<file path="src/rtl/atom_prefetch_unit_pkg.sv">
// Shared definitions for the Atom instruction-fetch front end.
// Holds the default reset PC, the canonical NOP word, the word-align mask
// and the FIFO entry layout used between the top level and the fetch FIFO.
package atom_prefetch_unit_pkg;

  localparam logic [31:0] RESET_PC_ADDRESS = 32'h0000_0000;
  localparam logic [31:0] NOP_INSTRUCTION  = 32'h0000_0013;
  localparam logic [31:0] WORD_ALIGN_MASK  = 32'hFFFF_FFFC;

  // One buffered fetch: the PC sits in the upper half so the entry reads as {pc, instr}
  typedef struct packed {
    logic [31:0] pc;
    logic [31:0] instr;
  } fetchEntry_t;

  function automatic logic [31:0] alignWord(input logic [31:0] addr);
    return addr & WORD_ALIGN_MASK;
  endfunction

endpackage

</file>
<file path="src/rtl/atom_prefetch_unit_fifo.sv">
// atom_sync_fifo: synchronous FIFO used as the prefetch buffer.
// Pointers carry one extra wrap bit so full and empty are distinguishable
// without a separate counter; clear wins over push and pop.
module atom_sync_fifo
  import atom_prefetch_unit_pkg::*;
#(
  parameter int WIDTH = 64,
  parameter int DEPTH = 4,
  localparam int AW   = $clog2(DEPTH)
) (
  input  logic             clk_i,
  input  logic             rst_ni,
  input  logic             clear_i,
  input  logic             push_i,
  input  logic [WIDTH-1:0] wrData_i,
  input  logic             pop_i,
  output logic [WIDTH-1:0] rdData_o,
  output logic [AW:0]      level_o,
  output logic             full_o,
  output logic             empty_o
);

  logic [WIDTH-1:0] mem_q [DEPTH];
  logic [AW:0]      wrPtr_q;
  logic [AW:0]      rdPtr_q;
  logic             doPush;
  logic             doPop;

  assign level_o  = wrPtr_q - rdPtr_q;
  assign full_o   = (level_o == (AW+1)'(DEPTH));
  assign empty_o  = (wrPtr_q == rdPtr_q);
  assign doPush   = push_i & ~full_o;
  assign doPop    = pop_i & ~empty_o;
  assign rdData_o = mem_q[rdPtr_q[AW-1:0]];

  // Pointer update; clear discards everything including a same-cycle push or pop
  always_ff @(posedge clk_i or negedge rst_ni) begin
    if (!rst_ni) begin
      wrPtr_q <= '0;
      rdPtr_q <= '0;
    end else if (clear_i) begin
      wrPtr_q <= '0;
      rdPtr_q <= '0;
    end else begin
      if (doPush) wrPtr_q <= wrPtr_q + 1'b1;
      if (doPop)  rdPtr_q <= rdPtr_q + 1'b1;
    end
  end

  // Storage write; contents need no reset because the pointers gate visibility
  always_ff @(posedge clk_i) begin
    if (doPush && !clear_i) mem_q[wrPtr_q[AW-1:0]] <= wrData_i;
  end

endmodule

</file>
<file path="src/rtl/atom_prefetch_unit.sv">
// atom_prefetch_unit: sequential instruction fetch over GHPI into a prefetch
// FIFO, presented to decode over valid/ready. Redirect flushes and restarts.
// Optional feature macro: ATOM_PREFETCH_BYPASS_EN (0-cycle latency when the
// FIFO is empty and decode is ready).
module atom_prefetch_unit
  import atom_prefetch_unit_pkg::*;
#(
  parameter int          DEPTH    = 4,
  parameter logic [31:0] RESET_PC = RESET_PC_ADDRESS
) (
  input  logic                     clk_i,
  input  logic                     rst_ni,
  output logic [31:0]              imem_addr_o,
  output logic                     imem_valid_o,
  input  logic                     imem_ack_i,
  input  logic [31:0]              imem_data_i,
  input  logic                     redirect_i,
  input  logic [31:0]              redirect_pc_i,
  output logic [31:0]              instr_o,
  output logic [31:0]              pc_o,
  output logic                     instr_valid_o,
  input  logic                     instr_ready_i,
  output logic [$clog2(DEPTH):0]   fifo_level_o
);

  logic [31:0]           fetchPc_q;
  logic [31:0]           fetchPc_d;
  logic                  xfer;
  logic                  bypassTake;
  logic                  fifoPush;
  logic                  fifoPop;
  logic                  fifoFull;
  logic                  fifoEmpty;
  fetchEntry_t           pushEntry;
  fetchEntry_t           headEntry;

  // Request only while there is room; ready from decode never feeds this
  assign imem_valid_o = rst_ni & ~fifoFull;
  assign imem_addr_o  = fetchPc_q;
  assign xfer         = imem_valid_o & imem_ack_i;

`ifdef ATOM_PREFETCH_BYPASS_EN
  assign bypassTake = fifoEmpty & xfer & ~redirect_i & instr_ready_i;
`else
  assign bypassTake = 1'b0;
`endif

  assign fifoPush        = xfer & ~redirect_i & ~bypassTake;
  assign fifoPop         = ~fifoEmpty & instr_ready_i & ~redirect_i;
  assign pushEntry.pc    = fetchPc_q;
  assign pushEntry.instr = imem_data_i;

  atom_sync_fifo #(
    .WIDTH ($bits(fetchEntry_t)),
    .DEPTH (DEPTH)
  ) u_fifo (
    .clk_i    (clk_i),
    .rst_ni   (rst_ni),
    .clear_i  (redirect_i),
    .push_i   (fifoPush),
    .wrData_i (pushEntry),
    .pop_i    (fifoPop),
    .rdData_o (headEntry),
    .level_o  (fifo_level_o),
    .full_o   (fifoFull),
    .empty_o  (fifoEmpty)
  );

  // Decode-side view: FIFO head, zeros when empty, or the live word when bypassing
  always_comb begin
    instr_valid_o = ~fifoEmpty;
    instr_o       = fifoEmpty ? '0 : headEntry.instr;
    pc_o          = fifoEmpty ? '0 : headEntry.pc;
`ifdef ATOM_PREFETCH_BYPASS_EN
    if (bypassTake) begin
      instr_valid_o = 1'b1;
      instr_o       = imem_data_i;
      pc_o          = fetchPc_q;
    end
`endif
  end

  // Next fetch address: redirect beats a transfer, otherwise hold until acked
  always_comb begin
    fetchPc_d = fetchPc_q;
    if (redirect_i)  fetchPc_d = alignWord(redirect_pc_i);
    else if (xfer)   fetchPc_d = fetchPc_q + 32'd4;
  end

  // Fetch PC register
  always_ff @(posedge clk_i or negedge rst_ni) begin
    if (!rst_ni) fetchPc_q <= RESET_PC;
    else         fetchPc_q <= fetchPc_d;
  end

endmodule

</file>
<file path="config.mk">
export PLATFORM = sky130hd
export DESIGN_NAME = atom_prefetch_unit
export DESIGN_NICKNAME = d
export VERILOG_FILES = /design/src/rtl/atom_prefetch_unit_pkg.sv /design/src/rtl/atom_prefetch_unit_fifo.sv /design/src/rtl/atom_prefetch_unit.sv
export SDC_FILE = /design/constraint.sdc
export NUM_CORES = 1
export LEC_CHECK = 0
export CORE_UTILIZATION = 56
export CTS_BUF_LIST = sky130_fd_sc_hd__clkbuf_2
export CTS_CLUSTER_DIAMETER = 30
export DETAILED_ROUTE_END_ITERATION = 16
export GPL_ROUTABILITY_DRIVEN = 1
export HOLD_SLACK_MARGIN = 0.03
export PLACE_DENSITY = 0.82
export SYNTH_ARGS = -nofsm -noshare
export SYNTH_HDL_FRONTEND = slang
export SYNTH_SLANG_ARGS = --single-unit
</file>
<file path="constraint.sdc">
create_clock -name clk_i -period 4.58 [get_ports clk_i]
set_input_delay 0.916 -clock clk_i [delete_from_list [all_inputs] [get_ports clk_i]]
set_output_delay 0.916 -clock clk_i [all_outputs]
set_load 0.02 [all_outputs]
</file>
; ---- After elaboration in Yosys (flattened, before gate mapping)
; Memory sizes are Yosys's and may differ from the RTL's.
; Cells that the tools add are included.
[totals]
register_bits = 38
ramBits = 256
in_bits = 69
out_inout_bits = 101
elab_cells = 35
mem_count = 1
[op_classes]
n_addsub = 4
n_eq_ne = 2
mux = 10
bitwise_logic = 10
reduce_logical = 5
[mem_list]
columns = name, words, word_bits, rd, rd_clocked_by_memory_dff, wr, line_no
row1 = u_fifo.mem_q, 4, 64, 1, 0, 1, atom_prefetch_unit_fifo.sv:23  ; logic [WIDTH-1:0] mem_q [DEPTH];
[op_table]
columns = op, n
row1 = 32-bit two-way mux, 4
row2 = "32-bit by 3-bit adder with 32-bit output, second input constant", 1
row3 = 3-bit two-way mux, 4
row4 = 1-bit AND, 7
row5 = "3-bit by 1-bit adder with 3-bit output, second input constant", 2
row6 = 2-bit nonzero test, 3
row7 = 3-bit == test, 1
row8 = "3-bit == test, second input constant", 1
row9 = 1-bit inverter, 3
row10 = 3-bit subtractor, 1
row11 = 1-bit two-way mux, 2
row12 = 1-bit logical AND, 1
row13 = 1-bit zero test, 1

; ---- Longest topological paths before layout
; Gate-level depths: netlist of the first run.
[depth]
ltp_word = 10
ltp_mapped = 9

; ---- Modules after synthesis
; A second synthesis of the first run with hierarchy kept.
[unflattened]
cells_unflattened = 664
hier_area_um2 = 11935.2
[by_module_without_submodules]
columns = module, n_inst, cells_each, area_each_um2
row1 = atom_sync_fifo, 1, 382, 9668.0
row2 = atom_prefetch_unit, 1, 282, 2267.2

; ---- Least setup slack after synthesis of the first run
; Ideal clock, no wire load.
[synth_path]
path_kind = flip-flop to flip-flop
from = register u_fifo.wrPtr_q[0]
to = memory u_fifo.mem_q[0][0], enable pin
setup_ns = 0.427
t_arrival_ns = 3.135
required_time_ns = 4.153
setup_slack_ns = 1.019
path_stages_with_launch = 8
n_path_buf = 0
path_cell_list = dfrtp_1 -> inv_1 -> ha_1 -> fa_1 -> nand2_1 -> o21ai_2 -> nor2_1 -> and2_1
[synth_between]
elab_chain_len = 10
[synth_lines]
columns = element, line_no
row1 = start: declaration, atom_prefetch_unit_fifo.sv:24  ; logic [AW:0] wrPtr_q;
row2 = start signal: assignment, atom_prefetch_unit_fifo.sv:45  ; if (doPush) wrPtr_q <= wrPtr_q + 1'b1;
row3 = 3-bit subtractor, atom_prefetch_unit_fifo.sv:29  ; assign level_o = wrPtr_q - rdPtr_q;
row4 = 3-bit == test, atom_prefetch_unit_fifo.sv:30  ; assign full_o = (level_o == (AW+1)'(DEPTH));
row5 = 1-bit inverter, "atom_prefetch_unit_fifo.sv:32, atom_prefetch_unit.sv:38"
row6 = 1-bit AND, atom_prefetch_unit.sv:38  ; assign imem_valid_o = rst_ni & ~fifoFull;
row7 = 1-bit AND, atom_prefetch_unit.sv:40  ; assign xfer = imem_valid_o & imem_ack_i;
row8 = 1-bit AND, atom_prefetch_unit.sv:48  ; assign fifoPush = xfer & ~redirect_i & ~bypassTake;
row9 = 1-bit AND, atom_prefetch_unit_fifo.sv:32  ; assign doPush = push_i & ~full_o;
row10 = 1-bit logical AND, atom_prefetch_unit_fifo.sv:52  ; if (doPush && !clear_i) mem_q[wrPtr_q[AW-1:0]] <= wrData_i;
row11 = 1-bit two-way mux, atom_prefetch_unit_fifo.sv:52
row12 = 1-bit two-way mux (not written as such), atom_prefetch_unit_fifo.sv:52
row13 = end: declaration, atom_prefetch_unit_fifo.sv:23
; Parallel ways exist; a longest one is shown, timed or not.

; ---- Worst setup path after layout of the first run
[layout_path]
from = register u_fifo.rdPtr_q[0]
to = output port imem_valid_o
[layout_between]
elab_chain_len = 4
[layout_lines]
columns = element, line_no
row1 = start: declaration, atom_prefetch_unit_fifo.sv:25  ; logic [AW:0] rdPtr_q;
row2 = start signal: assignment, atom_prefetch_unit_fifo.sv:46  ; if (doPop) rdPtr_q <= rdPtr_q + 1'b1;
row3 = 3-bit subtractor, atom_prefetch_unit_fifo.sv:29
row4 = 3-bit == test, atom_prefetch_unit_fifo.sv:30
row5 = 1-bit inverter, atom_prefetch_unit.sv:38
row6 = 1-bit AND, atom_prefetch_unit.sv:38
row7 = end: declaration, atom_prefetch_unit.sv:14  ; output logic imem_valid_o,
; Every way passes these cells.

==> results of run 1 <==
worst register-to-register path, delay by kind of cell (launching register included):
family / cells / cell delay (ns)
buf+inv: 1 / 0.38
simple gates: 3 / 1.12
compound gates: 1 / 0.20
flops: 1 / 0.68
fa+ha+maj: 2 / 0.80
worst max path at each step:
stage	startpoint	endpoint	slack, ns	depth (start not counted)
after detailed placement	u_fifo.rdPtr_q[0]	pc_o[4]	0.90	6
after global placement	u_fifo.rdPtr_q[0]	pc_o[4]	0.91	6
final	u_fifo.rdPtr_q[0]	imem_valid_o	0.26	6
after global routing	u_fifo.rdPtr_q[0]	imem_valid_o	0.03	6
after floorplan	u_fifo.wrPtr_q[0]	u_fifo.mem_q[0][0]	1.02	7
after CTS	u_fifo.rdPtr_q[0]	pc_o[4]	0.04	6
report_power, final:
part	switching (uW)	internal [uW]
logic	852	820
registers	120	2910
clock network	917	601
total	1890	4330
sequential cells by signal (all words and copies together), names as in the netlist:
register        count
imem_addr_o        30
u_fifo.wrPtr_q      3
u_fifo.mem_q      248
u_fifo.rdPtr_q      3
placed cells by master, fill, tap and decap left out, types with 9 or more instances in the layout:
cell type	Yosys	layout
mux4_2	62	62
clkbuf_2	1	92
nand2_1	23	23
inv_1	11	11
a31oi_1	18	18
dfrtp_1	36	34
clkinv_1	0	15
edfxtp_1	248	248
o31ai_1	14	14
nor2b_1	62	62
clkdlybuf4s50_1	0	162
o21ai_0	12	12
nand3_1	12	12
buf_4	5	23
nor2_1	27	26
or4_1	15	15
xor2_1	9	9
per-stage QoR:
| step | setup slack [ns] | std cells |
|---|---|---|
| 5_1_grt | 0.0283 | 1188 |
| 2_1_floorplan | 1.02 | 654 |
| 4_1_cts | 0.0380 | 1186 |
| 3_5_place_dp | 0.897 | 1071 |
| 3_3_place_gp | 0.915 | 1071 |
| 6_report | 0.265 | 1188 |
kinds of logic (layout without fill, tap and decap cells):
family | after synthesis | after routing | synth area share
AOI/OAI and AO/OA | 62 | 62 | 0.0379
xor gates and xnor gates | 13 | 13 | 0.0111
adders and majority gates | 9 | 9 | 0.0103
buffers and inverters | 48 | 312 | 0.0185
DFF | 284 | 284 | 0.716
muxes | 65 | 65 | 0.122
other | 1 | 4 | 0.000322
and+or+nand+nor | 169 | 169 | 0.0838
layout make-up:
type | instances | area share
clock buffers | 92 | 0.0323
clock inverters | 22 | 0.00817
inverters | 11 | 0.00290
multi-input cells | 322 | 0.219
flip-flops and latches | 284 | 0.586
well taps | 270 | 0.0237
repair buffers | 187 | 0.127
per-layer routing:
metal  track usage  vias up
met5             0        -
met4        0.0813        0
met3        0.0522       36
met2         0.385      381
met1         0.317     3425
li1              -     3071
what timing repair did:
| item | 4_1_cts | 5_1_grt |
|---|---|---|
| endpoints found under the setup margin | 0 | 45 |
| hold endpoints to repair | 4 | 0 |
| hold buffers | 1 | 0 |
| setup buffers | 0 | 2 |
==> reports/results.txt, run 1 <==
VDD sags by at most 285 uV. Worst slew slack as a fraction of its limit: 0.379. The cell at the root of the clock tree was clkbuf_2. For this block, the routed nets add up to 24400 microns of wire. Setup slack on the worst reg-to-reg path comes out at 1.08 ns. Wire segments on met3 add up to 2130 microns in the final route. The proportion of register bits with asynchronous set or reset after synthesis is 0.127.

The die extent in y was 146 microns. Of all nets on the critical path, the largest fanout is 23. The transition time at the pin with the least slew margin was 0.931 ns; the top-area cell type share of the netlist area was 0.639. The logs give 0.574 for the initial core utilization and 0 for the number of remaining DRC errors. The top-level port count was 170.

On the critical path the largest part of the delay comes from buffers and inverters. The count of buffers added on input and output ports is 163. The run gives 7169 as the via count of the first global-routing pass.

STA classifies the critical path startpoint as a register. After routing the design area is 14200 sq um. TritonCTS built the clock tree. The post-cts gate resize count is 0. Power density of the placed cells: 437 nW/um^2. The run finished with clean final reports. The final total negative setup slack is 0 ns, and the clock buffer count from CTS is 70. For this run, the post-layout net count is 954.

By instance count, the leading cell after synthesis is edfxtp_1. The relative area change from synthesis to final layout is 22.2%, and the deepest clock path buffer count is 3. Of all cell types, the one taking the most synthesized area is edfxtp_1. The fill cell instance count of the final layout was 1346. The design draws 6220 uW. For the worst flop-to-flop path, the logic depth is 7.

The logs give 0 for the total of max-cap violations and 0 for the post-route antenna net violation count. The top routing layer in use was met4. The tools report the area of the core as 20300 sq um. Ratio of final minimum period to clock period: 0.942. The area of combinational cells with multiple inputs is 3130 sq um, and the initial detailed-routing violation count is 654. The floorplan has 52 rows. During synthesis, Yosys emitted a total of 0 warnings. For the area of the mapped netlist, the log shows 11700 sq um. The critical path arrival was 3.40 ns; the final HPWL from detailed placement was 15400 microns.

The run gives 0 as the final setup violation count. The mean cell area of the mapped netlist is 17.9 sq um. The clock period minus worst slack was 4.32 ns. The endpoint identified for the worst register-to-register timing path is u_fifo.mem_q[0][23]. The prevailing post-synth register cell is edfxtp_1. The tools report the initial antenna violation count as 0. The per-cell via count in the routed design was 5.82; the total count of hold-check failures in the final report was 0.

In the final routed layout, each cell accounts on average for 20.6 microns. The highest attainable clock frequency came out at 232 MHz. For this design, the slowest cell found on the critical path is dfrtp_4.

Yosys mapped the design onto 50 distinct sky130hd cell types. Across all layers, the routed design uses 6913 vias. Yosys mapped a number of flops with a built-in enable equal to 248.

In this run the worst hold path is classified as primary input to asynchronous set/reset pin. The total global-route track usage came out at 0.236. The first global-routing pass estimated 38300 microns of wire. The critical path is of the register to primary output type.

For the worst setup skew after layout, the log shows 0.0587 ns. In this run the number of H-tree levels came out at 3. The met1 wire length came out at 9760 microns.

The tools report the launch point of the worst reg-to-reg path as u_fifo.rdPtr_q[0]. Setup repair after global routing left no endpoint under its margin. The post-synthesis register bit count is 284, and the cell area after placement is 13600 sq um. The tools report the storage element area as 8360 sq um.

In this design, the stage delay of the slowest critical-path cell is 0.68 ns. The met2 wirelength from detailed routing came out at 12200 microns. The worst setup path is captured at a primary output. By count the netlist is led by edfxtp_1 (248), mux4_2 (62), nor2b_1 (62), dfrtp_1 (36), nor2_1 (27). The share of cells above drive strength 1 was 0.220; the first-pass iteration count of the detailed router was 4. For the worst-skew pair, the clock arrives at the later sink with an insertion delay of 0.78 ns. After global routing the overflow that remains totals 0. For the part of the Yosys area used for sequential elements, the log shows 0.716.

The data required time of the critical path came out at 3.66 ns. Clock tree synthesis found a total of 284 sinks. Final cell utilization of the core: 0.702. The number of buffers and inverters on the critical path is 2. The analysis attributes to cell leakage a power of 0.00476 uW. 0 antenna diodes ended up in the layout. The critical path goes through ha_1, fa_1, xnor3_2, inv_1, a21boi_0, clkdlybuf4s50_1.

The routability-driven placement congestion ratio is 0.895. Ranked by total cell area, the synthesized netlist is headed by edfxtp_1 (64%), mux4_2 (12%), dfrtp_1 (7.7%). The worst hold slack was 0.513 ns; the die footprint was 21400 sq um.

The floorplan step set the die width to 146 microns. In the synthesized netlist, the number of instances is 651. The logs give 0 for the final count of pins violating max slew and 65 for the maximum number of pins on one net before global-route repair. After clock tree synthesis, the clock-pin slew on the worst setup and hold paths is 0.10 ns.
Power figures use the tool's default switching activity.
==> run 2, diff against run 1 <==
--- a/config.mk
+++ b/config.mk
@@ -5,9 +5,11 @@
 export SDC_FILE = /design/constraint.sdc
 export NUM_CORES = 1
 export LEC_CHECK = 0
+export CORE_MARGIN = 4
 export CORE_UTILIZATION = 56
 export CTS_BUF_LIST = sky130_fd_sc_hd__clkbuf_2
 export CTS_CLUSTER_DIAMETER = 30
+export CTS_CLUSTER_SIZE = 40
 export DETAILED_ROUTE_END_ITERATION = 16
 export GPL_ROUTABILITY_DRIVEN = 1
 export HOLD_SLACK_MARGIN = 0.03
==> run 2 against run 1 <==
Net effect: first-iteration DRC count is 37% lower; flip-flop and latch count stayed put; clock skew is 0.016 ns lower; critical path depth is 1 higher; largest power group unchanged; critical endpoint is now pc_o[20]; setup slack better by 0.019 ns; register-to-register slack better by 0.19 ns.
==> reports/results.txt, run 2 (synthesis results as in run 1) <==
The flow ran to the end, and the final reports show no timing, DRC or antenna violations. In the layout the commonest cells are edfxtp_1 (248), clkdlybuf4s50_1 (162), mux4_2 (62), nor2b_1 (62), clkbuf_2 (56). The final routed wire length divided by cell count was 21.5 microns (+4.6%); the peak ir drop on the vdd network was 314 uV (+10%). Cell at the root of the clock tree: clkbuf_2.

The logs give 24800 microns (+1.4%) for the wire length after detailed routing and 0 (unchanged) for the final setup violation count. The tools report the combinational share of power as 0.266 (-0.003). Setup repair after global routing left no endpoint under its margin. The first-pass GRT wire length is 40100 microns (+4.7%), and the die footprint is 23200 sq um (+8.4%). The power density of the placed cells was 447 nW/um^2 (+2.4%). The final HPWL from detailed placement is 15100 microns (-1.6%), and the clock buffer count from CTS is 48 (-31%). TritonCTS built the clock tree.

The CTS clock-pin slew for the worst setup and hold paths came out at 0.19 ns (+0.09 ns). The critical path arrival is 3.38 ns (-0.02 ns). The portion of total power attributed to sequential cells is 0.472 (-0.015). The number of rows in the core area is 52 (unchanged).

Cell area after placement: 13600 sq um (about the same). Compared with the post-synthesis result, the final layout area differs by 22.4%. The initial core utilization is 0.573 (-0.00184), and the ratio of final minimum period to clock period is 0.938 (-0.00425). The logs give 65 (unchanged) for the maximum number of pins on one net before global-route repair and 2 (-1) for the number of H-tree branching levels. Later-pin clock latency in the skew report: 0.77 ns (about the same). The leakage power total is 0.00465 uW (-2.3%), and the total number of vias is 6766 (-2.1%). STA classifies the critical path startpoint as a register. The initial antenna violation count was 0 (unchanged).

Clock period minus worst slack: 4.30 ns (-0.0195 ns). Kind of critical path: register to primary output. The run gives 0 (unchanged) as the number of remaining DRC errors. The worst slew slack as a fraction of its limit is 0.427 (+0.0482). The number of flip-flops under the largest register name works out to 248 (unchanged).

Highest attainable clock frequency: 233 MHz (+0.45%). The logs give 20400 sq um (+0.32%) for the area of the core and 0 (unchanged) for the post-route antenna net violation count. The worst hold slack is 0.562 ns (+0.0489 ns). The share of cells above drive strength 1 was 0.195 (-0.0248). The final net count is 920 (-3.6%), and the total global-route track usage is 0.216 (-0.0202).

The logs give 0 (unchanged) for the final count of pins violating max slew and 0 (unchanged) for the final global-route overflow total. The CTS sink count is 284 (unchanged), and the diode insertion count for antenna repair is 0 (unchanged). For the net switching power, the log shows 1940 uW (+2.4%). The final cell utilization of the core was 0.701 (-0.00107); the total count of hold-check failures in the final report was 0 (unchanged). The die extent in y was 152 microns (+4.1%). The logs give 6380 uW (+2.6%) for the sum of internal, switching and leakage power and 8 (+4) for the first-pass iteration count of the detailed router. The deepest clock path buffer count was 3 (unchanged). The tools report the capturing element type of the critical path as a primary output. The portion of total power attributed to the clock network was 0.263 (+0.019). The final total negative setup slack is 0 ns (unchanged). The data required time of the critical path was 3.66 ns (about the same); the total of max-cap violations was 0 (unchanged). The switching power as a share of total power is 0.303 (-0.000430).

The transition time at the pin with the least slew margin is 0.855 ns (-0.0764 ns), and the per-cell via count in the routed design is 5.88 (+1.0%). The maximum fanout encountered on the critical timing path was 37 (+61%); the port buffer count was 163 (unchanged). The number of post-CTS setup repair buffers came out at 0 (unchanged). The internal power component is 4450 uW (+2.6%). The via count of the first global-routing pass was 7271 (+1.4%). The top-level port count came out at 170 (unchanged).

Routability-driven placement congestion ratio: 0.876 (-2.0%). The tools report the initial detailed-routing violation count as 414 (-37%). The worst setup skew after layout was 0.0427 ns (-0.0161 ns).

The post-route standard cell area excluding fillers was 14300 sq um (+0.17%). Horizontal die dimension: 152 microns (+4.1%). Leaving out fill and tap cells, the most frequent cell in the layout is edfxtp_1. The min-delay analysis places its worst path in the category primary input to asynchronous set/reset pin.
-- run 2: worst paths after layout --
check / to / cells after the start / slack, ns / start
hold / removal: imem_addr_o[12] / 2 / 0.56 / rst_ni
setup reg to reg: u_fifo.mem_q[1][1] / 6 / 1.27 / u_fifo.rdPtr_q[1]
max in group asynchronous: u_fifo.wrPtr_q[0] / 3 / 3.33 / rst_ni
min in group clk_i: u_fifo.rdPtr_q[2] / 2 / 0.63 / u_fifo.rdPtr_q[2]
hold reg to reg: u_fifo.rdPtr_q[2] / 2 / 0.63 / u_fifo.rdPtr_q[2]
setup / recovery: pc_o[20] / 7 / 0.28 / u_fifo.rdPtr_q[1]
-- run 2: per-layer routing --
| metal | part of all wire | global-route usage | up-vias |
|---|---|---|---|
| met2 | 0.49 | 0.351 | 324 |
| met4 | 0.013 | 0.0552 | 0 |
| met3 | 0.077 | 0.0497 | 33 |
| met5 | 0 | 0 | - |
| met1 | 0.42 | 0.301 | 3417 |
| li1 | - | - | 2992 |
-- run 2: cell type report --
| type | instances | area, sq um |
|---|---|---|
| Multi-Input combinational cell | 322 | 3130 |
| Clock inverter | 33 | 348 |
| Clock buffer | 56 | 280 |
| Inverter | 11 | 41.3 |
| Sequential cell | 284 | 8360 |
| Fill cell | 1319 | 6090 |
| Timing Repair Buffer | 175 | 1780 |
| Tap cell | 270 | 338 |
-- run 2: through the flow --
step,worst slack [ns],cells
after floorplan,1.02,654
after global placement,1.18,1061
after detailed placement,1.11,1061
after CTS,0.188,1151
after global routing,0.0291,1151
final,0.284,1151
-- run 2: power by group through the flow --
stage | sequential (uW) | combinational [uW] | clock (uW)
3_5_place_dp | 3070 | 1710 | 0
6_report | 3010 | 1700 | 1680
4_1_cts | 3010 | 1720 | 1720
3_3_place_gp | 3050 | 1680 | 0
5_1_grt | 3020 | 1810 | 1850
2_1_floorplan | 3060 | 958 | 0
-- run 2: critical path: stages, from the launching register on --
cell and delay, ns:
dfrtp_4 0.73, inv_1 0.09, ha_1 0.29, nand2_1 0.11, nor2_4 0.26, buf_4 0.43
nor2b_1 0.13, clkdlybuf4s50_1 0.56
-- run 2: repair_timing --
item | CTS | global route
hold buffers | 1 | 0
gates resized for setup | 0 | 0
setup endpoints to repair | 0 | 0
hold endpoints to repair | 8 | 0
